**src/rtl/tluh_pkg.sv**
```systemverilog
// TL-UH channel bundles and opcodes.
// Shared between the burst splitter and its neighbours.
package tluh_pkg;

    localparam logic [2:0] OP_PUT_FULL = 3'd0;
    localparam logic [2:0] OP_PUT_PART = 3'd1;
    localparam logic [2:0] OP_ARITH    = 3'd2;
    localparam logic [2:0] OP_LOGIC    = 3'd3;
    localparam logic [2:0] OP_GET      = 3'd4;
    localparam logic [2:0] OP_INTENT   = 3'd5;

    localparam logic [2:0] D_ACK      = 3'd0;
    localparam logic [2:0] D_ACK_DATA = 3'd1;
    localparam logic [2:0] D_HINT_ACK = 3'd2;

    typedef struct packed {
        logic        a_valid;
        logic [2:0]  a_opcode;
        logic [2:0]  a_param;
        logic [2:0]  a_size;
        logic [7:0]  a_source;
        logic [31:0] a_address;
        logic [3:0]  a_mask;
        logic [31:0] a_data;
        logic        d_ready;
    } tluh_h2d_t;

    typedef struct packed {
        logic        d_valid;
        logic [2:0]  d_opcode;
        logic [2:0]  d_param;
        logic [2:0]  d_size;
        logic [7:0]  d_source;
        logic        d_sink;
        logic [31:0] d_data;
        logic        d_error;
        logic        a_ready;
    } tluh_d2h_t;

endpackage

```
**src/rtl/tluh_burst_splitter.sv**
```systemverilog
// Splits TL-UH Get/Put bursts into single-word device accesses,
// one outstanding, and rebuilds the host response stream.
module tluh_burst_splitter
    import tluh_pkg::*;
#(
    parameter int unsigned MaxSize = 4,
    parameter int unsigned BeatW   = MaxSize - 1
) (
    input  logic      clk_i,
    input  logic      rst_ni,
    input  tluh_h2d_t tl_h_i,
    output tluh_d2h_t tl_h_o,
    output tluh_h2d_t tl_d_o,
    input  tluh_d2h_t tl_d_i
);

    typedef enum logic [2:0] {
        IDLE, GET, PUT, ERR_GET, ERR_PUT, PASS
    } state_e;

    state_e state_q, state_d;

    logic [2:0]       op_q, param_q, size_q;
    logic [7:0]       src_q;
    logic [31:0]      addr_q, data_q;
    logic [3:0]       mask_q;
    logic [BeatW-1:0] a_cnt_q, a_cnt_d, d_cnt_q, d_cnt_d;
    logic             outst_q, outst_d;
    logic             err_q, err_d;
    logic             a_done_q, a_done_d;
    logic             cap;

    logic [BeatW-1:0] last_beat, d_last_beat;
    logic [31:0]      beat_addr, blk_mask;
    logic             mis, is_get, is_put;
    logic             h_a_ack, h_d_ack, d_a_ack, d_d_ack;
    tluh_h2d_t        cap_a;

    always_comb begin
        last_beat = '0;
        if (size_q >= 3'd2) begin
            last_beat = BeatW'((32'd1 << (size_q - 3'd2)) - 32'd1);
        end
        d_last_beat = (op_q == OP_INTENT) ? '0 : last_beat;
    end

    // Base is block-aligned, so OR-ing the beat offset stays in the block.
    assign beat_addr = addr_q | (32'(a_cnt_q) << 2);
    assign blk_mask  = (32'd1 << tl_h_i.a_size) - 32'd1;
    assign mis       = (tl_h_i.a_size >= 3'd2) &&
                       (|(tl_h_i.a_address & blk_mask));
    assign is_get    = tl_h_i.a_opcode == OP_GET;
    assign is_put    = (tl_h_i.a_opcode == OP_PUT_FULL) ||
                       (tl_h_i.a_opcode == OP_PUT_PART);

    always_comb begin
        state_d  = state_q;
        a_cnt_d  = a_cnt_q;
        d_cnt_d  = d_cnt_q;
        outst_d  = outst_q;
        err_d    = err_q;
        a_done_d = a_done_q;
        cap      = 1'b0;
        tl_h_o   = '0;
        tl_d_o   = '0;

        cap_a           = '0;
        cap_a.a_valid   = 1'b1;
        cap_a.a_opcode  = op_q;
        cap_a.a_param   = param_q;
        cap_a.a_size    = size_q;
        cap_a.a_source  = src_q;
        cap_a.a_address = addr_q;
        cap_a.a_mask    = mask_q;
        cap_a.a_data    = data_q;

        unique case (state_q)
            IDLE: tl_h_o.a_ready = 1'b1;
            GET: begin
                tl_d_o           = cap_a;
                tl_d_o.a_valid   = ~outst_q;
                tl_d_o.a_param   = '0;
                tl_d_o.a_size    = 3'd2;
                tl_d_o.a_address = beat_addr;
                tl_d_o.a_mask    = '1;
                tl_d_o.a_data    = '0;
                tl_d_o.d_ready   = tl_h_i.d_ready;
                tl_h_o.d_valid   = tl_d_i.d_valid;
                tl_h_o.d_opcode  = D_ACK_DATA;
                tl_h_o.d_size    = size_q;
                tl_h_o.d_source  = src_q;
                tl_h_o.d_data    = tl_d_i.d_data;
                tl_h_o.d_error   = tl_d_i.d_error;
            end
            PUT: begin
                tl_d_o           = cap_a;
                tl_d_o.a_valid   = ~outst_q;
                tl_d_o.a_size    = 3'd2;
                tl_d_o.a_address = beat_addr;
                if (a_cnt_q != '0) begin
                    tl_d_o.a_valid  = tl_h_i.a_valid & ~outst_q;
                    tl_d_o.a_mask   = tl_h_i.a_mask;
                    tl_d_o.a_data   = tl_h_i.a_data;
                    tl_h_o.a_ready  = tl_d_i.a_ready & ~outst_q;
                end
                tl_d_o.d_ready = 1'b1;
                if (a_cnt_q == last_beat) begin
                    tl_d_o.d_ready  = tl_h_i.d_ready;
                    tl_h_o.d_valid  = tl_d_i.d_valid;
                    tl_h_o.d_opcode = D_ACK;
                    tl_h_o.d_size   = size_q;
                    tl_h_o.d_source = src_q;
                    tl_h_o.d_error  = err_q | tl_d_i.d_error;
                end
            end
            ERR_GET: begin
                tl_h_o.d_valid  = 1'b1;
                tl_h_o.d_opcode = D_ACK_DATA;
                tl_h_o.d_size   = size_q;
                tl_h_o.d_source = src_q;
                tl_h_o.d_data   = '1;
                tl_h_o.d_error  = 1'b1;
            end
            ERR_PUT: begin
                if (a_cnt_q != last_beat) begin
                    tl_h_o.a_ready  = 1'b1;
                end else begin
                    tl_h_o.d_valid  = 1'b1;
                    tl_h_o.d_opcode = D_ACK;
                    tl_h_o.d_size   = size_q;
                    tl_h_o.d_source = src_q;
                    tl_h_o.d_error  = 1'b1;
                end
            end
            PASS: begin
                tl_d_o = tl_h_i;
                tl_d_o.a_valid = tl_h_i.a_valid & ~a_done_q;
                if (a_cnt_q == '0) begin
                    tl_d_o         = cap_a;
                    tl_d_o.a_valid = ~a_done_q;
                    tl_d_o.d_ready = tl_h_i.d_ready;
                end
                tl_h_o = tl_d_i;
                tl_h_o.a_ready = (a_cnt_q != '0) & ~a_done_q &
                                 tl_d_i.a_ready;
            end
            default: state_d = IDLE;
        endcase

        if (!rst_ni) begin
            tl_h_o.a_ready = 1'b0;
            tl_h_o.d_valid = 1'b0;
            tl_d_o.a_valid = 1'b0;
            tl_d_o.d_ready = 1'b0;
        end

        h_a_ack = tl_h_i.a_valid & tl_h_o.a_ready;
        h_d_ack = tl_h_o.d_valid & tl_h_i.d_ready;
        d_a_ack = tl_d_o.a_valid & tl_d_i.a_ready;
        d_d_ack = tl_d_i.d_valid & tl_d_o.d_ready;

        unique case (state_q)
            IDLE: if (h_a_ack) begin
                cap      = 1'b1;
                a_cnt_d  = '0;
                d_cnt_d  = '0;
                outst_d  = 1'b0;
                err_d    = 1'b0;
                a_done_d = 1'b0;
                unique case (1'b1)
                    is_get & ~mis: state_d = GET;
                    is_get & mis:  state_d = ERR_GET;
                    is_put & ~mis: state_d = PUT;
                    is_put & mis:  state_d = ERR_PUT;
                    default:       state_d = PASS;
                endcase
            end
            GET, PUT: begin
                if (d_a_ack) outst_d = 1'b1;
                if (d_d_ack) begin
                    outst_d = 1'b0;
                    err_d   = err_q | tl_d_i.d_error;
                    a_cnt_d = a_cnt_q + 1'b1;
                    if (a_cnt_q == last_beat) begin
                        a_cnt_d = '0;
                        err_d   = 1'b0;
                        state_d = IDLE;
                    end
                end
            end
            ERR_GET: if (h_d_ack) begin
                a_cnt_d = a_cnt_q + 1'b1;
                if (a_cnt_q == last_beat) begin
                    a_cnt_d = '0;
                    state_d = IDLE;
                end
            end
            ERR_PUT: begin
                if (h_a_ack) a_cnt_d = a_cnt_q + 1'b1;
                if (h_d_ack) state_d = IDLE;
            end
            PASS: begin
                if (d_a_ack) begin
                    a_cnt_d = a_cnt_q + 1'b1;
                    if (a_cnt_q == last_beat) begin
                        a_cnt_d  = '0;
                        a_done_d = 1'b1;
                    end
                end
                if (d_d_ack) begin
                    d_cnt_d = d_cnt_q + 1'b1;
                    if (d_cnt_q == d_last_beat) begin
                        d_cnt_d = '0;
                        if (a_done_d) state_d = IDLE;
                    end
                end
            end
            default: ;
        endcase
    end

    always_ff @(posedge clk_i) begin
        if (!rst_ni) begin
            state_q  <= IDLE;
            a_cnt_q  <= '0;
            d_cnt_q  <= '0;
            outst_q  <= 1'b0;
            err_q    <= 1'b0;
            a_done_q <= 1'b0;
            op_q     <= '0;
            param_q  <= '0;
            size_q   <= '0;
            src_q    <= '0;
            addr_q   <= '0;
            mask_q   <= '0;
            data_q   <= '0;
        end else begin
            state_q  <= state_d;
            a_cnt_q  <= a_cnt_d;
            d_cnt_q  <= d_cnt_d;
            outst_q  <= outst_d;
            err_q    <= err_d;
            a_done_q <= a_done_d;
            if (cap) begin
                op_q    <= tl_h_i.a_opcode;
                param_q <= tl_h_i.a_param;
                size_q  <= tl_h_i.a_size;
                src_q   <= tl_h_i.a_source;
                addr_q  <= tl_h_i.a_address;
                mask_q  <= tl_h_i.a_mask;
                data_q  <= tl_h_i.a_data;
            end
        end
    end

endmodule

```
**config.mk**
```make
export PLATFORM = sky130hd
export DESIGN_NAME = tluh_burst_splitter
export DESIGN_NICKNAME = d
export VERILOG_FILES = /design/src/rtl/tluh_pkg.sv /design/src/rtl/tluh_burst_splitter.sv
export SDC_FILE = /design/constraint.sdc
export NUM_CORES = 1
export LEC_CHECK = 0
export CORE_UTILIZATION = 40
export DETAILED_ROUTE_END_ITERATION = 6
export HOLD_SLACK_MARGIN = 0.03
export PLACE_DENSITY = 0.77
export SYNTH_ARGS = -nofsm -noshare
export SYNTH_HDL_FRONTEND = slang
export SYNTH_SLANG_ARGS = --single-unit
```
**constraint.sdc**
```tcl
create_clock -name clk_i -period 4.3 [get_ports clk_i]
set_input_delay 1.075 -clock clk_i [delete_from_list [all_inputs] [get_ports clk_i]]
set_output_delay 1.075 -clock clk_i [all_outputs]
set_load 0.02 [all_outputs]
```
* Word level (Yosys, flattened, before mapping)
Cells that the tools add are included.
** Operators by class
- Add/sub/neg operators :: 5
- $lt $le $gt $ge :: 2
- Eq/ne operators :: 18
- Shift operators :: 2
- Muxes and demuxes :: 60
- Bitwise gates (word level) :: 19
- Reduce and logical (&&, ||, !) cells :: 19
** Operators with widths (number)
- 87-bit case mux with 3 select lines :: 1
- 87-bit two-way mux :: 1
- 32-bit case mux with 2 select lines :: 1
- 3-bit two-way mux :: 20
- 11-bit case mux with 4 select lines :: 1
- 36-bit two-way mux :: 1
- 32-bit bitwise AND :: 1
- 32-bit by 5-bit bitwise OR with 32-bit output :: 1
- 32-bit OR reduction :: 1
- 1-bit by 3-bit left shift with 32-bit output (first input constant) :: 1
- 32-bit by 1-bit subtractor with 32-bit output (second input constant) :: 1
- 3-bit case mux with 5 select lines :: 2
- 11-bit two-way mux :: 2
- 1-bit two-way mux :: 21
- 4-bit case mux with 5 select lines :: 1
- 1-bit bitwise AND :: 13
- 3-bit == test (second input constant) :: 4
- 2-bit != test (second input constant) :: 6
- 3-bit case mux with 4 select lines :: 1
- 3-bit zero test :: 3
- 3-bit AND reduction :: 3
- 4-bit two-way mux :: 2
- 1-bit case mux with 4 select lines :: 2
- 3-bit by 1-bit adder with 3-bit output (second input constant) :: 2
- other kinds (22) :: 33
** Word-level totals
- Bits in registers :: 97
- Output and inout bits :: 140
- Word-level logic and storage cells :: 138

* Depth between registers and ports, before layout
- Depth after elaboration :: 15
- Gate-level depth with buffers :: 9
- Depth with buffers taken out :: 9

* Worst setup path after synthesis
OpenSTA, ideal clock, no wires.
- Path type :: register to output
- From :: reg size_q[1]
- To :: out tl_h_o[35] (netlist bit)
- Arrival time :: 2.359 ns
- Path slack :: 0.866 ns
- Cell stages (with the launch flop) :: 10
- Buffers on the path :: 1
- Cells stage by stage :: dfxtp_1 > inv_1 > ha_1 > nor3b_2 > mux2i_1 > xor2_1 > nand2_1 > nor2_1 > buf_2 > a22o_1
** RTL lines
- from (decl) :: RTL line tluh_burst_splitter.sv:23 : logic [2:0] op_q, param_q, size_q;
- from (signal assigned) :: RTL line tluh_burst_splitter.sv:247 : size_q <= tl_h_i.a_size;
- to (decl) :: RTL line tluh_burst_splitter.sv:12 : output tluh_d2h_t tl_h_o,

==> flow_metrics.tcl <==
set metrics [dict create \
    first_pass_iters 7 \
    area_delta_synth_final_pct 55.8 \
    end_kind "output pin" \
    pre_cts_slack_ns 0.375 \
    crit_required_ns 3.22 \
    antenna_found_initial 0 \
    r2r_start "size_q[2]" \
    antenna_cells 0 \
    worstSetupPathType "flip-flop to output pin" \
    cts_root_buf "clkbuf_16" \
    clk_pin_slew_ns 0.07 \
    numPortBuffers 281 \
    period_needed_ns 4.04 \
    dp_hpwl_mm 14.9 \
    finalMaxSlewViolations 0 \
    tns_ns 0 \
    grt_pass1_vias 6287 \
    clockBufferDepth 2 \
    ys_async_sr_fraction_pct 0 \
    synth-xor-area-share_pct 0.578 \
    synth_edf_count 0 \
    grt_pass1_wl_mm 33.2 \
    place_congestion 0.890 \
    arrival_ns 2.96 \
    swShare_pct 32.2 \
    cts_made_buffers 9 \
    yosys_warnings 0 \
    crit_path_start_kind "flip-flop" \
    yosys.area_share.simple_pct 23.6 \
    syn_area_per_cell_sq_um 7.31 \
    p_sw_w 0.000903 \
    fin_util_pct 64.5 \
    worst_slew_pin_slew_ns 0.916 \
    cts_sinks 97 \
    grtUsageTotal_pct 25.9 \
    path_max_fanout 7 \
    synth_compound_area_share_pct 35.5 \
    violations "design-rule violations" \
    syn_area_sq_um 6060 \
    postCtsHoldBufs 0 \
    irDropWorstVdd_v 0.000227 \
    clock_latency_ns 0.35 \
    hold_path.class "flip-flop to flip-flop" \
    outcome "complete, but fails checks" \
    fin_ws_ns 0.262 \
    comb_power_share_pct 32.7 \
    rsz0062_at_grt "no" \
    drive_above_1_share_pct 5.44 \
    synth.distinct_cells 60 \
    rr_endpoint "a_cnt_q[0]" \
    rr_worst_depth 10 \
    fp.dieW_um 125 \
    hp-start "data_q[24]" \
    synthCells 830 \
    htree_levels 3 \
    synth-main-ff-cell "dfxtp_1" \
    synth_top_family_by_area "compound AO/OA/AOI/OAI gates" \
    min_path_cells 2 \
    wire_per_inst_um 16.5 \
    regToRegSetupSlack_ns 1.52 \
    final_nets 1229 \
    max_freq_mhz 248 \
    clkPwrFrac_pct 31.6 \
    drt_iter0_markers 509 \
    setup_violations 0 \
    p_seq_share_pct 35.7 \
    die_area_sq_um 15700 \
    initial_core_util_pct 41.4 \
    wirelength_mm 21.0 \
    ant_nets 0 \
    synth_adder_area_share_pct 1.44 \
    timing.slew.headroom_pct 38.9 \
    p_leak_nw 3.82 \
    finalHoldViolations 0 \
    drc 20 \
    core_area_sq_um 14600 \
    via_per_inst 5.41 \
    grt_max_degree 98 \
    muxShareOfSynthArea_pct 1.49 \
    rows 44 \
    min_to "data_q[24]" \
    synth_fp_nets 979 \
    max_cap_viol_count 0 \
    min_period_over_period_pct 93.9 \
    die_h_um 125 \
    cts_tree "done" \
    grt_overflow_total 0 \
    ys_seq_area_share_pct 32.0 \
    p_int_w 0.00190 \
    io_pins 282 \
    synth-seq-cells 97 \
    p_per_area_nw_per_um2 296 \
    fin_skew_ns 0.00688 \
    dr_total_vias 6864 \
]
==> critical path, cell delays in order (launching register included) <==
cell and delay, ns:
dfxtp_1 0.38, inv_1 0.11, ha_1 0.32, nor3b_4 0.26, mux2i_2 0.29, xor2_1 0.24
nand2_1 0.10, buf_4 0.17, a21oi_1 0.15, nor2_1 0.05, clkdlybuf4s50_1 0.55
==> kinds of logic after synthesis <==
kind of cell             after synthesis
XOR/XNOR                               4
adder cells (fa/ha/maj)                7
AND/OR/NAND/NOR                      338
AO/OA/AOI/OAI                        292
flip-flops                            97
buffers and inverters                 83
multiplexers                           9
==> cell usage after synthesis, types with 2 or more instances <==
library cell  count  area [sq um]
nand2_1         265           995
or3b_1            2          17.5
o211a_1           2          20.0
xnor2_1           3          26.3
dfxtp_1          97          1940
nor2_1           19          71.3
nor3_2            2          20.0
a21oi_1          44           220
nor2b_1          10          62.6
a22o_1           63           552
o21ai_0          20           100
ha_1              7          87.6
buf_1             8          30.0
o31ai_1           2          15.0
nand2b_1          5          31.3
a31oi_1           6          37.5
mux2i_1           9          90.1
nor3_1            5          25.0
o21ai_1           2          10.0
o31a_1            2          17.5
clkbuf_1         54           203
and3_1            8          50.1
and3b_1           2          17.5
a211oi_1          5          37.5
inv_1            14          52.6
and2_1            4          25.0
a222oi_1          3          30.0
o22ai_1           5          31.3
nand3_1           4          20.0
nand3b_1          2          15.0
a21o_1           33           248
buf_2             6          30.0
a211o_1           2          17.5
a21boi_0         89           668
==> placed cells by master, fill, tap and decap left out, types with 14 or more instances in the layout <==
master,netlist,routed
a21oi_1,44,44
nor2_1,19,17
a21o_1,33,33
buf_4,1,26
clkdlybuf4s50_1,0,266
nand2_1,265,265
dfxtp_1,97,97
a22o_1,63,63
inv_1,14,14
o21ai_0,20,20
dlymetal6s2s_1,0,14
a21boi_0,89,89
==> per-stage QoR <==
step	hold WS [ns]	total power [W]	instances	cell area, sq um
2_1_floorplan	0.443	0.00151	830	6060
3_3_place_gp	0.452	0.00192	1252	9070
3_5_place_dp	0.459	0.00193	1252	9070
4_1_cts	0.469	0.00281	1269	9400
5_1_grt	0.485	0.00294	1269	9450
6_report	0.467	0.00280	1269	9450
==> power groups by stage <==
stage / combinational (W) / sequential, W / clock [W]
after CTS: 0.000916 / 0.000999 / 0.000895
final: 0.000916 / 0.000999 / 0.000886
after global routing: 0.000988 / 0.00101 / 0.000941
after global placement: 0.000906 / 0.00102 / 0
after detailed placement: 0.000910 / 0.00102 / 0
after floorplan: 0.000504 / 0.00100 / 0
==> timing repair <==
action	CTS	global route
resized for setup	0	16
endpoints found under the setup margin	2	14
setup buffers	1	0
==> sequential cells by signal, indices dropped and copies added, names as in the netlist <==
signal and flops:
addr_q 32, data_q 32, src_q 8, mask_q 4
a_cnt_q 3, d_cnt_q 3, op_q 3, param_q 3
size_q 3, state_q 3, a_done_q 1, err_q 1
outst_q 1
==> layout make-up <==
type | count | area, sq um
fill | 1272 | 5200
multi-input combinational | 650 | 3840
timing repair buffer | 308 | 3060
sequential | 97 | 1940
clock buffer | 11 | 243
tap | 184 | 230
clock inverter | 5 | 78.8
inverter | 14 | 52.6
==> per-layer routing <==
metal | GRT usage (%) | wire [um] | vias to the layer above | part of all wire, %
met2 | 42.4 | 9800 | 217 | 47
li1 | - | - | 3388 | -
met3 | 5.52 | 1340 | 22 | 6.4
met1 | 35.1 | 9600 | 3237 | 46
met5 | 0 | 0 | - | 0
met4 | 5.24 | 232 | 0 | 1.1
==> worst max path at each step <==
stage,endpoint,start,cells after the start,slack (ns)
after CTS,tl_h_o[35],size_q[2],10,0.08
after detailed placement,tl_h_o[35],size_q[2],10,0.37
after global routing,tl_d_o[0],size_q[2],10,0.07
after global placement,tl_h_o[45],size_q[2],10,0.42
after floorplan,tl_h_o[35],size_q[1],9,0.87
final,tl_d_o[0],size_q[2],10,0.26
Power figures use the tool's default switching activity.
